[config.mk]
export PLATFORM = sky130hd
export DESIGN_NAME = imm_gen_pipe_flat
export DESIGN_NICKNAME = d
export VERILOG_FILES = /design/src/rtl/imm_gen_pipe_pkg.sv /design/src/rtl/imm_gen_pipe_if.sv /design/src/rtl/imm_gen_pipe_decode.sv /design/src/rtl/imm_gen_pipe.sv /design/src/flat_wrapper.sv
export SDC_FILE = /design/constraint.sdc
export NUM_CORES = 1
export LEC_CHECK = 0
export BUFFER_PORTS_ARGS = -buffer_cell sky130_fd_sc_hd__clkbuf_2
export CAP_MARGIN = 40
export CORE_ASPECT_RATIO = 0.75
export CORE_MARGIN = 2
export CORE_UTILIZATION = 55
export DETAILED_ROUTE_END_ITERATION = 10
export PLACE_DENSITY = 0.84
export RECOVER_POWER = 100
export SYNTH_ARGS = -nofsm -noshare
export SYNTH_HDL_FRONTEND = slang
export SYNTH_HIERARCHICAL = 1
export SYNTH_SLANG_ARGS = --single-unit
[constraint.sdc]
create_clock -name clk -period 5 [get_ports clk]
set_input_delay 0.5 -clock clk [delete_from_list [all_inputs] [get_ports clk]]
set_output_delay 0.5 -clock clk [all_outputs]
set_load 0.02 [all_outputs]
[src/rtl/imm_gen_pipe_pkg.sv]
// ============================================================================
//  Module      : imm_gen_pkg
//  Description : Opcodes, format codes and opcode classifier for imm_gen_pipe.
//  Revision    : 1.0  initial release
// ============================================================================
`default_nettype none

package imm_gen_pkg;

    localparam logic [6:0] OPC_LOAD    = 7'b0000011;
    localparam logic [6:0] OPC_OPIMM   = 7'b0010011;
    localparam logic [6:0] OPC_JALR    = 7'b1100111;
    localparam logic [6:0] OPC_SYSTEM  = 7'b1110011;
    localparam logic [6:0] OPC_STORE   = 7'b0100011;
    localparam logic [6:0] OPC_BRANCH  = 7'b1100011;
    localparam logic [6:0] OPC_LUI     = 7'b0110111;
    localparam logic [6:0] OPC_AUIPC   = 7'b0010111;
    localparam logic [6:0] OPC_JAL     = 7'b1101111;
    localparam logic [6:0] OPC_OP      = 7'b0110011;
    localparam logic [6:0] OPC_OPIMM32 = 7'b0011011;
    localparam logic [6:0] OPC_OP32    = 7'b0111011;

    typedef enum logic [2:0] {
        FMT_R   = 3'd0,
        FMT_I   = 3'd1,
        FMT_S   = 3'd2,
        FMT_B   = 3'd3,
        FMT_U   = 3'd4,
        FMT_J   = 3'd5,
        FMT_ILL = 3'd7
    } fmt_e;

    // The 32-bit-word opcodes are only legal on an RV64 core.
    function automatic fmt_e opcode_fmt(input logic [6:0] opc, input bit rv64);
        fmt_e f;
        case (opc)
            OPC_LOAD, OPC_OPIMM, OPC_JALR, OPC_SYSTEM: f = FMT_I;
            OPC_STORE:                                 f = FMT_S;
            OPC_BRANCH:                                f = FMT_B;
            OPC_LUI, OPC_AUIPC:                        f = FMT_U;
            OPC_JAL:                                   f = FMT_J;
            OPC_OP:                                    f = FMT_R;
            OPC_OPIMM32:                               f = rv64 ? FMT_I : FMT_ILL;
            OPC_OP32:                                  f = rv64 ? FMT_R : FMT_ILL;
            default:                                   f = FMT_ILL;
        endcase
        return f;
    endfunction

endpackage

`default_nettype wire

[src/rtl/imm_gen_pipe_if.sv]
// ============================================================================
//  Module      : imm_gen_pipe_if
//  Description : Fetch-side and execute-side handshake bundle of imm_gen_pipe.
//  Revision    : 1.0  initial release
// ============================================================================
`default_nettype none

interface imm_gen_pipe_if
    import imm_gen_pkg::*;
#(
    parameter int XLEN = 32
) ();

    logic            in_valid;
    logic            in_ready;
    logic [31:0]     in_instr;
    logic [XLEN-1:0] in_pc;
    logic            out_valid;
    logic            out_ready;
    logic [XLEN-1:0] out_imm;
    fmt_e            out_fmt;
    logic [XLEN-1:0] out_target;
    logic            out_illegal;
    logic [31:0]     out_instr;

    modport master (
        output in_valid, in_instr, in_pc, out_ready,
        input  in_ready, out_valid, out_imm, out_fmt, out_target, out_illegal, out_instr
    );

    modport slave (
        input  in_valid, in_instr, in_pc, out_ready,
        output in_ready, out_valid, out_imm, out_fmt, out_target, out_illegal, out_instr
    );

endinterface

`default_nettype wire

[src/rtl/imm_gen_pipe_decode.sv]
// ============================================================================
//  Module      : imm_decode_comb
//  Description : Combinational RV32I/RV64I immediate decode, sign-extend, pc+imm.
//  Revision    : 1.0  initial release
// ============================================================================
`default_nettype none

module imm_decode_comb
    import imm_gen_pkg::*;
#(
    parameter int XLEN = 32,
    parameter bit RV64 = 1'b0
) (
    input  logic [31:0]     instr_i,
    input  logic [XLEN-1:0] pc_i,
    output logic [XLEN-1:0] imm_o,
    output fmt_e            fmt_o,
    output logic [XLEN-1:0] target_o,
    output logic            illegal_o
);

    logic [31:0] w_imm32;
    fmt_e        w_fmt;

    assign w_fmt = opcode_fmt(instr_i[6:0], RV64);

    always_comb begin
        w_imm32 = '0;
        case (w_fmt)
            FMT_I: w_imm32 = {{20{instr_i[31]}}, instr_i[31:20]};
            FMT_S: w_imm32 = {{20{instr_i[31]}}, instr_i[31:25], instr_i[11:7]};
            FMT_B: w_imm32 = {{19{instr_i[31]}}, instr_i[31], instr_i[7],
                              instr_i[30:25], instr_i[11:8], 1'b0};
            FMT_U: w_imm32 = {instr_i[31:12], 12'b0};
            FMT_J: w_imm32 = {{11{instr_i[31]}}, instr_i[31], instr_i[19:12],
                              instr_i[20], instr_i[30:21], 1'b0};
            default: w_imm32 = '0;
        endcase
    end

    // Every 32-bit immediate is already signed, so widening to XLEN is a plain sign-extend.
    assign imm_o     = XLEN'($signed(w_imm32));
    assign fmt_o     = w_fmt;
    assign target_o  = pc_i + imm_o;
    assign illegal_o = (w_fmt == FMT_ILL);

endmodule

`default_nettype wire

[src/rtl/imm_gen_pipe.sv]
// ============================================================================
//  Module      : imm_gen_pipe
//  Description : One-stage registered immediate generator with skid buffer and flush.
//  Revision    : 1.0  initial release
// ============================================================================
`default_nettype none

module imm_gen_pipe
    import imm_gen_pkg::*;
#(
    parameter int XLEN = 32,
    parameter bit RV64 = 1'b0
) (
    input  logic           clk,
    input  logic           rst,
    input  logic           flush,
    imm_gen_pipe_if.slave  bus
);

    typedef struct packed {
        logic [XLEN-1:0] imm;
        fmt_e            fmt;
        logic [XLEN-1:0] target;
        logic            illegal;
        logic [31:0]     instr;
    } entry_t;

    localparam entry_t ENTRY_RST = '{imm: '0, fmt: FMT_R, target: '0, illegal: 1'b0, instr: '0};

    logic            out_valid_q, out_valid_d;
    logic            skid_valid_q, skid_valid_d;
    entry_t          out_q;
    entry_t          skid_q;
    logic            w_out_load;
    logic            w_out_from_skid;
    logic            w_skid_load;
    logic            w_accept;
    logic            w_drain;
    entry_t          w_dec;
    logic [XLEN-1:0] w_imm;
    logic [XLEN-1:0] w_target;
    fmt_e            w_fmt;
    logic            w_illegal;

    imm_decode_comb #(
        .XLEN (XLEN),
        .RV64 (RV64)
    ) u_decode (
        .instr_i   (bus.in_instr),
        .pc_i      (bus.in_pc),
        .imm_o     (w_imm),
        .fmt_o     (w_fmt),
        .target_o  (w_target),
        .illegal_o (w_illegal)
    );

    always_comb begin
        w_dec.imm     = w_imm;
        w_dec.fmt     = w_fmt;
        w_dec.target  = w_target;
        w_dec.illegal = w_illegal;
        w_dec.instr   = bus.in_instr;
    end

    // Ready comes straight from the skid flag so no combinational path reaches out_ready.
    assign bus.in_ready = !skid_valid_q;
    assign w_accept     = bus.in_valid && !skid_valid_q;
    assign w_drain      = out_valid_q && bus.out_ready;

    always_comb begin
        out_valid_d     = out_valid_q;
        skid_valid_d    = skid_valid_q;
        w_out_load      = 1'b0;
        w_out_from_skid = 1'b0;
        w_skid_load     = 1'b0;
        if (flush) begin
            out_valid_d  = 1'b0;
            skid_valid_d = 1'b0;
        end else if (!out_valid_q || w_drain) begin
            if (skid_valid_q) begin
                w_out_load      = 1'b1;
                w_out_from_skid = 1'b1;
                out_valid_d     = 1'b1;
                skid_valid_d    = 1'b0;
            end else begin
                w_out_load  = w_accept;
                out_valid_d = w_accept;
            end
        end else if (w_accept) begin
            w_skid_load  = 1'b1;
            skid_valid_d = 1'b1;
        end
    end

    always_ff @(posedge clk) begin
        if (rst) begin
            out_valid_q  <= 1'b0;
            skid_valid_q <= 1'b0;
            out_q        <= ENTRY_RST;
            skid_q       <= ENTRY_RST;
        end else begin
            out_valid_q  <= out_valid_d;
            skid_valid_q <= skid_valid_d;
            if (w_out_load) begin
                out_q <= w_out_from_skid ? skid_q : w_dec;
            end
            if (w_skid_load) begin
                skid_q <= w_dec;
            end
        end
    end

    assign bus.out_valid   = out_valid_q;
    assign bus.out_imm     = out_q.imm;
    assign bus.out_fmt     = out_q.fmt;
    assign bus.out_target  = out_q.target;
    assign bus.out_illegal = out_q.illegal;
    assign bus.out_instr   = out_q.instr;

endmodule

`default_nettype wire

[src/flat_wrapper.sv]
// flat-port wrapper written by rule: the top's interface ports become plain ports
module imm_gen_pipe_flat import imm_gen_pkg::*;
#(
    parameter int XLEN = 32,
    parameter bit RV64 = 1'b0
)
  (clk, rst, flush, bus_in_valid, bus_in_instr, bus_in_pc, bus_out_ready, bus_in_ready, bus_out_valid, bus_out_imm, bus_out_fmt, bus_out_target, bus_out_illegal, bus_out_instr);
  imm_gen_pipe_if #(.XLEN(XLEN)) bus_i ();
  input  logic clk;
  input  logic rst;
  input  logic flush;
  input wire logic [$bits(bus_i.in_valid)-1:0] bus_in_valid;
  input wire logic [$bits(bus_i.in_instr)-1:0] bus_in_instr;
  input wire logic [$bits(bus_i.in_pc)-1:0] bus_in_pc;
  input wire logic [$bits(bus_i.out_ready)-1:0] bus_out_ready;
  output wire logic [$bits(bus_i.in_ready)-1:0] bus_in_ready;
  output wire logic [$bits(bus_i.out_valid)-1:0] bus_out_valid;
  output wire logic [$bits(bus_i.out_imm)-1:0] bus_out_imm;
  output wire logic [$bits(bus_i.out_fmt)-1:0] bus_out_fmt;
  output wire logic [$bits(bus_i.out_target)-1:0] bus_out_target;
  output wire logic [$bits(bus_i.out_illegal)-1:0] bus_out_illegal;
  output wire logic [$bits(bus_i.out_instr)-1:0] bus_out_instr;
  assign bus_i.in_valid = bus_in_valid;
  assign bus_i.in_instr = bus_in_instr;
  assign bus_i.in_pc = bus_in_pc;
  assign bus_i.out_ready = bus_out_ready;
  assign bus_in_ready = bus_i.in_ready;
  assign bus_out_valid = bus_i.out_valid;
  assign bus_out_imm = bus_i.out_imm;
  assign bus_out_fmt = bus_i.out_fmt;
  assign bus_out_target = bus_i.out_target;
  assign bus_out_illegal = bus_i.out_illegal;
  assign bus_out_instr = bus_i.out_instr;
  imm_gen_pipe #(.XLEN(XLEN), .RV64(RV64)) u_core (.clk(clk), .rst(rst), .flush(flush), .bus(bus_i));
endmodule
Word-level counts from Yosys, hierarchy flattened
Index checks and enable logic that the tools add are counted.
- register bits after elaboration: 202
- bits of input ports: 69
- logic and storage cells: 50
- $add $sub $neg: 1
- muxes and demuxes: 12
- equal/unequal tests: 16
- reductions and logical operators: 9
- operators by type and width (operator ; count):
    one-hot mux 32 bit (5 select lines) ; 1
    two-way mux 100 bit ; 1
    adder 32 bit ; 1
    equality test 7 bit, second input constant ; 4
    equality test 7 x 6 -> 1 bit, second input constant ; 3
    one-hot mux 3 bit (6 select lines) ; 1
    equality test 7 x 5 -> 1 bit, second input constant ; 2
    equality test 3 bit, second input constant ; 3
    two-way mux 1 bit ; 9
    equality test 7 x 2 -> 1 bit, second input constant ; 1
    equality test 3 x 2 -> 1 bit, second input constant ; 2
    OR reduction 2 bit ; 2
    OR reduction 4 bit ; 1
    equality test 3 x 1 -> 1 bit, second input constant ; 1
    OR reduction 3 bit ; 1
    logical AND 1 bit ; 2
    zero test 1 bit ; 2
    logical OR 1 bit ; 1

Longest topological paths before layout
Gate-level depths: netlist of the first run.
- depth in word-level cells: 7
- depth in mapped cells: 20
- gate-level depth less buffers: 20

Hierarchy
Netlist of the first run, hierarchy kept.
- modules (own cells, without submodules) (module ; sequential area each (um^2) ; instances ; area each (um^2) ; cells an instance):
    imm_gen_pipe ; 4043.9 ; 1 ; 9026.2 ; 1011
    imm_decode_comb ; 0.0 ; 1 ; 2147.1 ; 315

Worst setup path after synthesis of the first run
Ideal clock, no wire load.
- path type: input port to flip-flop
- start: input bus_in_instr[3]
- end: register u_core.out_q (netlist bit u_core/bus.out_target[20])
- cell stages on the path: 17
- setup time: 58 ps
- setup slack: 825 ps
- arrival time: 4117 ps
- buffers on the path: 0
- cells stage by stage: or2_2 nor4_1 nand2_1 o22ai_1 ha_1 inv_1 fa_1 nand2b_1 a21oi_1 o2111ai_2 a31oi_1 and4_1 nor2_1 xnor2_1 nor2_1 a221oi_1 o22a_1
- word-level cells in the longest chain between the ends: 7
- elaborated cells on any way between the ends: 21
- those cells by class: add/sub: 1; eq/ne: 15; mux: 3; reduce/logical: 2
- ends and longest elaborated chain (what ; line ; RTL):
    start: declaration ; flat_wrapper.sv:13 ; input wire logic [$bits(bus_i.in_instr)-1:0] bus_in_instr;
    equality test 7 x 2 -> 1 bit (tied with other cells) ; imm_gen_pipe_pkg.sv:36 ; case (opc)
    OR reduction 4 bit or OR reduction 2 bit (tied branches) ; imm_gen_pipe_pkg.sv:36 ;
    one-hot mux 3 bit (6 select lines) (*) ; imm_gen_pipe_pkg.sv:36 ;
    equality test 3 bit (tied with other cells) ; imm_gen_pipe_decode.sv:29 ; case (w_fmt)
    one-hot mux 32 bit (5 select lines) (*) ; imm_gen_pipe_decode.sv:29 ;
    via u_core.w_imm[0] ; imm_gen_pipe.sv:40 ; logic [XLEN-1:0] w_imm;
    adder 32 bit (*) ; imm_gen_pipe_decode.sv:44 ; assign target_o = pc_i + imm_o;
    via u_core.w_target[20] ; imm_gen_pipe.sv:41 ; logic [XLEN-1:0] w_target;
    two-way mux 100 bit (*) ; imm_gen_pipe.sv:105 ; out_q <= w_out_from_skid ? skid_q : w_dec;
    end signal: assignment ; imm_gen_pipe.sv:105 ;
    end: declaration ; imm_gen_pipe.sv:32 ; entry_t out_q;
The timed path passes the listed nets; every way through them passes the cells marked *.
A chain may end at the register's enable or synchronous reset.

==> metrics.md, run 1 <==
| Metric | Value |
|---|---|
| Worst setup path category | `in -> reg` |
| Synth Register Bits | `202` |
| Prevailing post-synth register cell | `sky130_fd_sc_hd__dfxtp_1` |
| Clock Root Buffer | `sky130_fd_sc_hd__clkbuf_16` |
| Maximum number of pins on one net before global-route repair | `123` |
| DIE AREA | `21480 um2` |
| First-pass GRT wire length | `49.81 mm` |
| Pin slew with the least headroom to its limit | `3.628 ns` |
| Total length of routed wires | `31.73 mm` |
| Via count | `10311` |
| Share of post-route cells with drive strength above 1 | `9.160%` |
| Fin Clk Skew | `0.01338 ns` |
| Total standard cell area after synthesis | `11170 um2` |
| Number of CTS-inserted buffers | `21` |
| Grt total ovfl | `0` |
| Dpl hpwl | `21.86 mm` |
| Ranking of synthesized cells by area | `sky130_fd_sc_hd__dfxtp_1 36%, sky130_fd_sc_hd__mux2i_1 9.0%, sky130_fd_sc_hd__a221oi_1 7.8%` |
| Leakage power | `5.188 nW` |
| Cells after Synth | `1326` |
| Total setup buffers inserted after CTS | `0` |
| Leading area contributor after synthesis | `sky130_fd_sc_hd__dfxtp_1` |
| Clock slew seen by the registers of the worst setup and hold paths | `0.06 ns` |
| Maximum clock frequency | `0.2268 GHz` |
| Vias in the first global route | `9317` |
| Failing checks | `max-capacitance violations, max-slew violations` |
| Power Total | `4.153 mW` |
| Post-synth top area share | `36.19%` |
| Final Hold Viols | `0` |
| Number of gates resized after CTS | `0` |
| TritonCTS clock tree | `built` |
| Min Clock Period, post-route | `4.410 ns` |
| Worst supply voltage drop on vdd | `0.2236 mV` |
| Initial standard-cell utilization of the core | `55.59%` |
| Share of flip-flops with an asynchronous set or reset after synthesis | `0%` |
| Ports placed on the boundary | `171` |
| Worst Path Max Fanout | `71` |
| Total Neg Setup Slack | `0 ns` |
| Number of DRC markers in iteration 0 | `1188` |
| DIE HEIGHT | `127.4 um` |
| Required arrival time at the worst endpoint | `5.39 ns` |
| Hold/Removal Path Class | `in -> reg` |
| Yosys cell types | `65` |
| Sequential cell area fraction in the yosys report | `36.19%` |
| Syn_nets | `1427` |
| Fill cell count | `1785` |
| Gpl congestion | `0.9784` |
| H-tree levels | `1` |
| Port Buffers | `170` |
| Count of warnings emitted by yosys | `6` |
| Endpoint class of the critical path | `register` |
| Status | `complete, but fails checks` |
| Total of endpoints with negative setup slack in the final report | `0` |
| Final cycle utilization of the critical path | `88.20%` |
| DRT Pass-1 Iters | `5` |
| Area inside the core boundary | `20100 um2` |
| Area Overhead vs Synth | `11.32%` |
| Minimum hold slack | `0.2501 ns` |
| Via count normalized by instance count | `6.069` |
| Unrepaired setup endpoints after global routing | `no` |
| Final net count | `1527` |
| Remaining max-slew budget at the tightest pin | `-141.9%` |
| Routed wirelength normalized by instance count | `18.67 um` |
| Gr usage total | `28.56%` |
| Max-capacitance violation count | `2` |
| Residual antenna-violating net count after detailed routing | `0` |
| Width of the die | `168.6 um` |
| Clock latency at the later pin of the worst-skew pair | `0.51 ns` |
| Sink count of the clock tree | `202` |
| Max Buffers Root-to-Sink | `3` |
| Max-slew violations | `124` |
| Average size of a mapped cell | `8.426 um2` |
| Count of flip-flops with a built-in enable after synthesis | `0` |
| Diode count | `0` |
| PD cells | `333.9 nW/um2` |
| Launching element type of the critical path | `input pin` |
| Arr. time, crit path | `4.80 ns` |
| Most frequent cell after synthesis | `sky130_fd_sc_hd__nand2_1` |
| Most used standard cells in the synthesized netlist | `232 x sky130_fd_sc_hd__nand2_1, 202 x sky130_fd_sc_hd__dfxtp_1, 119 x sky130_fd_sc_hd__nor2_1` |
| Post-cts hold buffer count | `0` |
| DRC viols | `0` |
| Number of rows created at floorplan | `45` |
| Number of antenna violations at the first check in global routing | `1` |
## layout by cell type, fill, tap and decap left out, types with 4 or more instances in the layout
master,netlist,routed
sky130_fd_sc_hd__a22o_1,4,4
sky130_fd_sc_hd__nor2_1,119,119
sky130_fd_sc_hd__clkbuf_16,0,21
sky130_fd_sc_hd__and3_1,6,6
sky130_fd_sc_hd__o211ai_1,4,4
sky130_fd_sc_hd__xnor2_1,19,19
sky130_fd_sc_hd__nand2_1,232,232
sky130_fd_sc_hd__dfxtp_1,202,202
sky130_fd_sc_hd__inv_1,117,116
sky130_fd_sc_hd__nand3_1,6,6
sky130_fd_sc_hd__o21ai_0,23,23
sky130_fd_sc_hd__mux2i_1,100,100
sky130_fd_sc_hd__o22a_1,99,99
sky130_fd_sc_hd__a221oi_1,100,100
sky130_fd_sc_hd__and2_1,8,8
sky130_fd_sc_hd__bufinv_16,0,5
sky130_fd_sc_hd__nor3_1,5,4
sky130_fd_sc_hd__clkbuf_2,2,69
sky130_fd_sc_hd__a21o_1,30,30
sky130_fd_sc_hd__buf_4,1,8
sky130_fd_sc_hd__a21oi_1,39,39
sky130_fd_sc_hd__xor2_1,11,11
sky130_fd_sc_hd__clkbuf_8,0,5
sky130_fd_sc_hd__nand2b_1,6,6
sky130_fd_sc_hd__clkbuf_1,31,106
sky130_fd_sc_hd__a211oi_1,5,5
sky130_fd_sc_hd__ha_1,31,31
## critical path, stage by stage
cell                       delay (ns)
sky130_fd_sc_hd__clkbuf_2        0.60
sky130_fd_sc_hd__clkbuf_1        2.60
sky130_fd_sc_hd__a21oi_4        -0.13
sky130_fd_sc_hd__clkbuf_2        0.76
sky130_fd_sc_hd__o22a_1          0.41
## layer usage
metal  global-route usage (%)  vias up  part of all wire [%]
met5                        0        -                 0.041
met3                    6.444       50                   9.8
met1                    41.23     4909                    45
met4                    6.947        2                   2.4
met2                    43.40      486                    43
li1                         -     4864                     -
## state kept, by name (all words and copies together), names as in the netlist
| signal | cells |
|---|---|
| u_core/skid_q | 100 |
| u_core/bus.out_valid | 1 |
| u_core/bus.out_imm | 32 |
| u_core/bus.out_illegal | 1 |
| u_core/bus.out_instr | 32 |
| u_core/bus.out_target | 32 |
| u_core/bus.out_fmt | 3 |
| u_core/skid_valid_q | 1 |
## cell families (layout without fill, tap and decap cells)
| group | after synthesis | after routing | synth area share [%] |
|---|---|---|---|
| and+or+nand+nor | 401 | 401 | 14.61 |
| adders and majority gates | 32 | 32 | 3.651 |
| buffers and inverters | 223 | 338 | 10.10 |
| muxes | 100 | 100 | 8.959 |
| AOI/OAI and AO/OA | 338 | 338 | 24.13 |
| xor gates and xnor gates | 30 | 30 | 2.352 |
| DFF | 202 | 202 | 36.19 |
## cell type report
type                    instances  area, um2  share of cell area, %
clock buffers                  28      601.8                  4.839
clock inverters                10      185.2                  1.489
inverters                     117      444.2                  3.571
multi-input cells             901       6005                  48.27
flip-flops and latches        202       4044                  32.51
well taps                     258      322.8                  2.595
repair buffers                183      835.8                  6.720
## path summary, 6_finish.rpt
check / slack [ns] / from / end / cells after the start
worst min-delay path: 0.25 / flush / u_core/bus.out_valid / 2
worst max register to register: 0.63 / u_core/skid_valid_q / u_core/skid_q[33] / 5
worst min register to register: 0.45 / u_core/skid_q[56] / u_core/skid_q[56] / 2
worst max-delay path: 0.59 / rst / u_core/bus.out_instr[20] / 5
## through the flow
| stage | cell area [um2] | setup WS [ns] | util, % | cells |
|---|---|---|---|---|
| 3_3_place_gp | 11800 | 0.4985 | 58.70 | 1661 |
| 3_5_place_dp | 11800 | 0.3856 | 58.70 | 1661 |
| 4_1_cts | 12590 | 0.8675 | 62.61 | 1699 |
| 2_1_floorplan | 11170 | 0.8252 | - | 1326 |
| 5_1_grt | 12440 | 0.3211 | 61.88 | 1699 |
| 6_report | 12440 | 0.5899 | 61.88 | 1699 |
## report_power, final
part,internal (mW),total [mW],switching [mW]
clock network,1.11,1.78,0.670
registers,1.69,1.74,0.0488
logic,0.217,0.631,0.413
total,3.02,4.15,1.13
Note: power is estimated with default switching activity, not from simulation.
==> run 2: changes to the inputs <==
Settings changed: GPL_TIMING_DRIVEN from default to 0.
==> run 2 against run 1 <==
The flow now finishes without violations. First-iteration DRC count fell by 8.2%. Die area unchanged. Register-to-register slack improved by 1.8 ns. Flip-flop and latch count unchanged. Core utilization up 2.0 points. Clock-buffer cell count unchanged. Final cell count is 5.4% higher. Non-clock buffer count increased by 94. Sequential power about the same. Maximum frequency fell by 5.1%. Via count is 4.9% higher. Global-route usage up 2.2 points.
==> metrics.md, run 2 (synthesis results as in run 1) <==
| Metric | Value |
|---|---|
| Status | `finished clean` |
| Largest stage delay, worst path | `0.73 ns (-1.87 ns)` |
| Register area | `4044 um2 (unchanged)` |
| Maximum number of pins on one net before global-route repair | `15 (-88%)` |
| Number of CTS-inserted buffers | `21 (unchanged)` |
| DIE AREA | `21480 um2 (unchanged)` |
| TritonCTS clock tree | `built` |
| Sequence of cells on the critical path | `clkbuf_1, or2_2, nor4_1, nand2_1, o22ai_2, ha_1, inv_1, fa_1, nand2b_1, a21oi_1, o2111ai_2, a31oi_1, and4_1, nor2_1, xnor2_1, nor2_1, a221oi_1, o22a_1` |
| Worst setup path category | `in -> reg` |
| Worst supply voltage drop on vdd | `0.2590 mV (+16%)` |
| Max-slew violations | `0 (-100%)` |
| Final cycle utilization of the critical path | `92.93% (+4.7 points)` |
| Largest reg by FF count | `u_core/skid_q` |
| Buffers and inverters on the worst path | `2 (-1)` |
| Total setup buffers inserted after CTS | `0 (unchanged)` |
| Commonest non-fill, non-tap cells in the layout | `232 x sky130_fd_sc_hd__nand2_1, 202 x sky130_fd_sc_hd__dfxtp_1, 154 x sky130_fd_sc_hd__clkbuf_1` |
| Beginning of the worst register-to-register path | `u_core/bus.out_valid` |
| Number of gates resized after CTS | `0 (unchanged)` |
| Area of the multi-input gates | `5998 um2 (-0.10%)` |
| Worst path most repeated cell | `sky130_fd_sc_hd__nor2_1` |
| Number of antenna violations at the first check in global routing | `0 (-1)` |
| Routed wirelength normalized by instance count | `19.12 um (+2.4%)` |
| Grt total ovfl | `0 (unchanged)` |
| Via count normalized by instance count | `6.044 (-0.42%)` |
| Fill cell count | `1820 (+2.0%)` |
| Width of the die | `168.6 um (unchanged)` |
| Pin slew with the least headroom to its limit | `1.041 ns (-2.587 ns)` |
| Fin Clk Skew | `0.007288 ns (-0.006090 ns)` |
| Number of DRC markers in iteration 0 | `1090 (-8.2%)` |
| Leakage power | `5.428 nW (+4.6%)` |
| Util after Layout | `63.91% (+2.0 points)` |
| Slowest CP cell | `sky130_fd_sc_hd__nor4_1` |
| Commonest non-fill, non-tap cell in the layout | `sky130_fd_sc_hd__nand2_1` |
| Via count | `10818 (+4.9%)` |
| Dpl hpwl | `25.30 mm (+16%)` |
| Minimum hold slack | `0.2053 ns (-0.04478 ns)` |
| Residual antenna-violating net count after detailed routing | `0 (unchanged)` |
| PD cells | `315.3 nW/um2 (-5.6%)` |
| Clock Root Buffer | `sky130_fd_sc_hd__clkbuf_16` |
| Max Buffers Root-to-Sink | `3 (unchanged)` |
| DRC viols | `0 (unchanged)` |
| Final net count | `1621 (+6.2%)` |
| Remaining max-slew budget at the tightest pin | `30.57% (+170 points)` |
| Hold/Removal Path Class | `in -> reg` |
| Number of rows created at floorplan | `45 (unchanged)` |
| Area inside the core boundary | `20100 um2 (unchanged)` |
| Required arrival time at the worst endpoint | `5.45 ns (+0.06 ns)` |
| Unrepaired setup endpoints after global routing | `no` |
| Ports placed on the boundary | `171 (unchanged)` |
| DIE HEIGHT | `127.4 um (unchanged)` |
| Vias in the first global route | `9869 (+5.9%)` |
| Worst Setup SP | `bus_in_instr[3]` |
| Max-capacitance violation count | `0 (-2)` |
| Register-to-Register Setup Slack | `2.40 ns (+1.77 ns)` |
| Clock latency at the later pin of the worst-skew pair | `0.51 ns (about the same)` |
| Cell type group with the largest total delay on the critical path | `simple AND/OR/NAND/NOR gates` |
| Total length of routed wires | `34.22 mm (+7.9%)` |
| Maximum clock frequency | `0.2152 GHz (-5.1%)` |
| Share of post-route cells with drive strength above 1 | `11.16% (+2.0 points)` |
| Final Hold Viols | `0 (unchanged)` |
| Area Overhead vs Synth | `14.97%` |
| First-pass GRT wire length | `52.65 mm (+5.7%)` |
| Sink count of the clock tree | `202 (unchanged)` |
| Initial standard-cell utilization of the core | `55.59% (unchanged)` |
| Clock slew seen by the registers of the worst setup and hold paths | `0.06 ns (about the same)` |
| Post-cts hold buffer count | `0 (unchanged)` |
| Worst Path Max Fanout | `8 (-89%)` |
| Diode count | `0 (unchanged)` |
| Critical hold path startpoint | `flush` |
| Arr. time, crit path | `5.10 ns (+0.30 ns)` |
| H-tree levels | `1 (unchanged)` |
| Total of endpoints with negative setup slack in the final report | `0 (unchanged)` |
| Launching element type of the critical path | `input pin` |
| DRT Pass-1 Iters | `5 (unchanged)` |
| Endpoint class of the critical path | `register` |
| Gr usage total | `30.72% (+2.2 points)` |
| Gpl congestion | `0.9450 (-3.4%)` |
| Min Clock Period, post-route | `4.646 ns (+0.2363 ns)` |
| Largest register FFs | `100 (unchanged)` |
| Port Buffers | `170 (unchanged)` |
-- run 2: cell count changes in the layout (fill, tap and decap cells not counted), moves of 2 or more --
| cell | delta |
|---|---|
| sky130_fd_sc_hd__inv_6 | -2 |
| sky130_fd_sc_hd__buf_1 | +2 |
| sky130_fd_sc_hd__buf_6 | +12 |
| sky130_fd_sc_hd__clkbuf_2 | -3 |
| sky130_fd_sc_hd__buf_4 | -7 |
| sky130_fd_sc_hd__buf_2 | +38 |
| sky130_fd_sc_hd__clkbuf_1 | +48 |
| sky130_fd_sc_hd__and2_1 | -7 |
| sky130_fd_sc_hd__and2_0 | +7 |
| sky130_fd_sc_hd__buf_12 | -2 |
| sky130_fd_sc_hd__buf_8 | +5 |
| sky130_fd_sc_hd__bufinv_16 | -2 |
-- run 2: per-stage QoR --
step / power, mW / std cells / instance area (um2) / worst slack, ns / setup TNS, ns
3_5_place_dp: 2.437 / 1755 / 12350 / -0.2632 / -0.6794
2_1_floorplan: 2.205 / 1326 / 11170 / 0.8252 / 0
5_1_grt: 4.196 / 1790 / 12850 / 0.09000 / 0
4_1_cts: 4.081 / 1790 / 13070 / 0.2070 / 0
6_report: 4.050 / 1790 / 12850 / 0.3536 / 0
3_3_place_gp: 2.421 / 1754 / 12350 / -0.4323 / -2.052
-- run 2: final timing paths --
| check | endpoint | depth (start not counted) |
|---|---|---|
| max | u_core/bus.out_target[20] | 18 |
| min | u_core/bus.out_valid | 2 |
| max reg2reg | u_core/skid_q[63] | 5 |
| min reg2reg | u_core/skid_q[93] | 2 |
-- run 2: report_power, final --
part	internal, mW	switching [mW]
clock	0.996	0.661
combinational	0.227	0.426
sequential	1.69	0.0454
total	2.92	1.13
-- run 2: layer usage --
layer,track usage [%],up-vias,wire [um]
li1,-,5055,-
met1,44.20,5083,15210
met2,46.43,585,14130
met3,6.196,95,3659
met4,9.483,0,1214
met5,0,-,0
-- run 2: final cells by class --
class / count / area share (%)
plain buffers: 106 / 4.665
clock buffers: 28 / 4.685
repair buffers: 171 / 5.639
multi-input cells: 901 / 46.69
clock inverters: 7 / 0.9058
inverters: 117 / 3.419
flip-flops and latches: 202 / 31.48
well taps: 258 / 2.513
-- run 2: worst reg2reg max path, stage by stage, from the launching register on --
cell and delay [ns]:
sky130_fd_sc_hd__dfxtp_1 0.37, sky130_fd_sc_hd__and2b_1 0.17, sky130_fd_sc_hd__and4_2 0.22, sky130_fd_sc_hd__clkbuf_1 0.77
sky130_fd_sc_hd__clkbuf_1 0.70, sky130_fd_sc_hd__mux2i_1 0.28
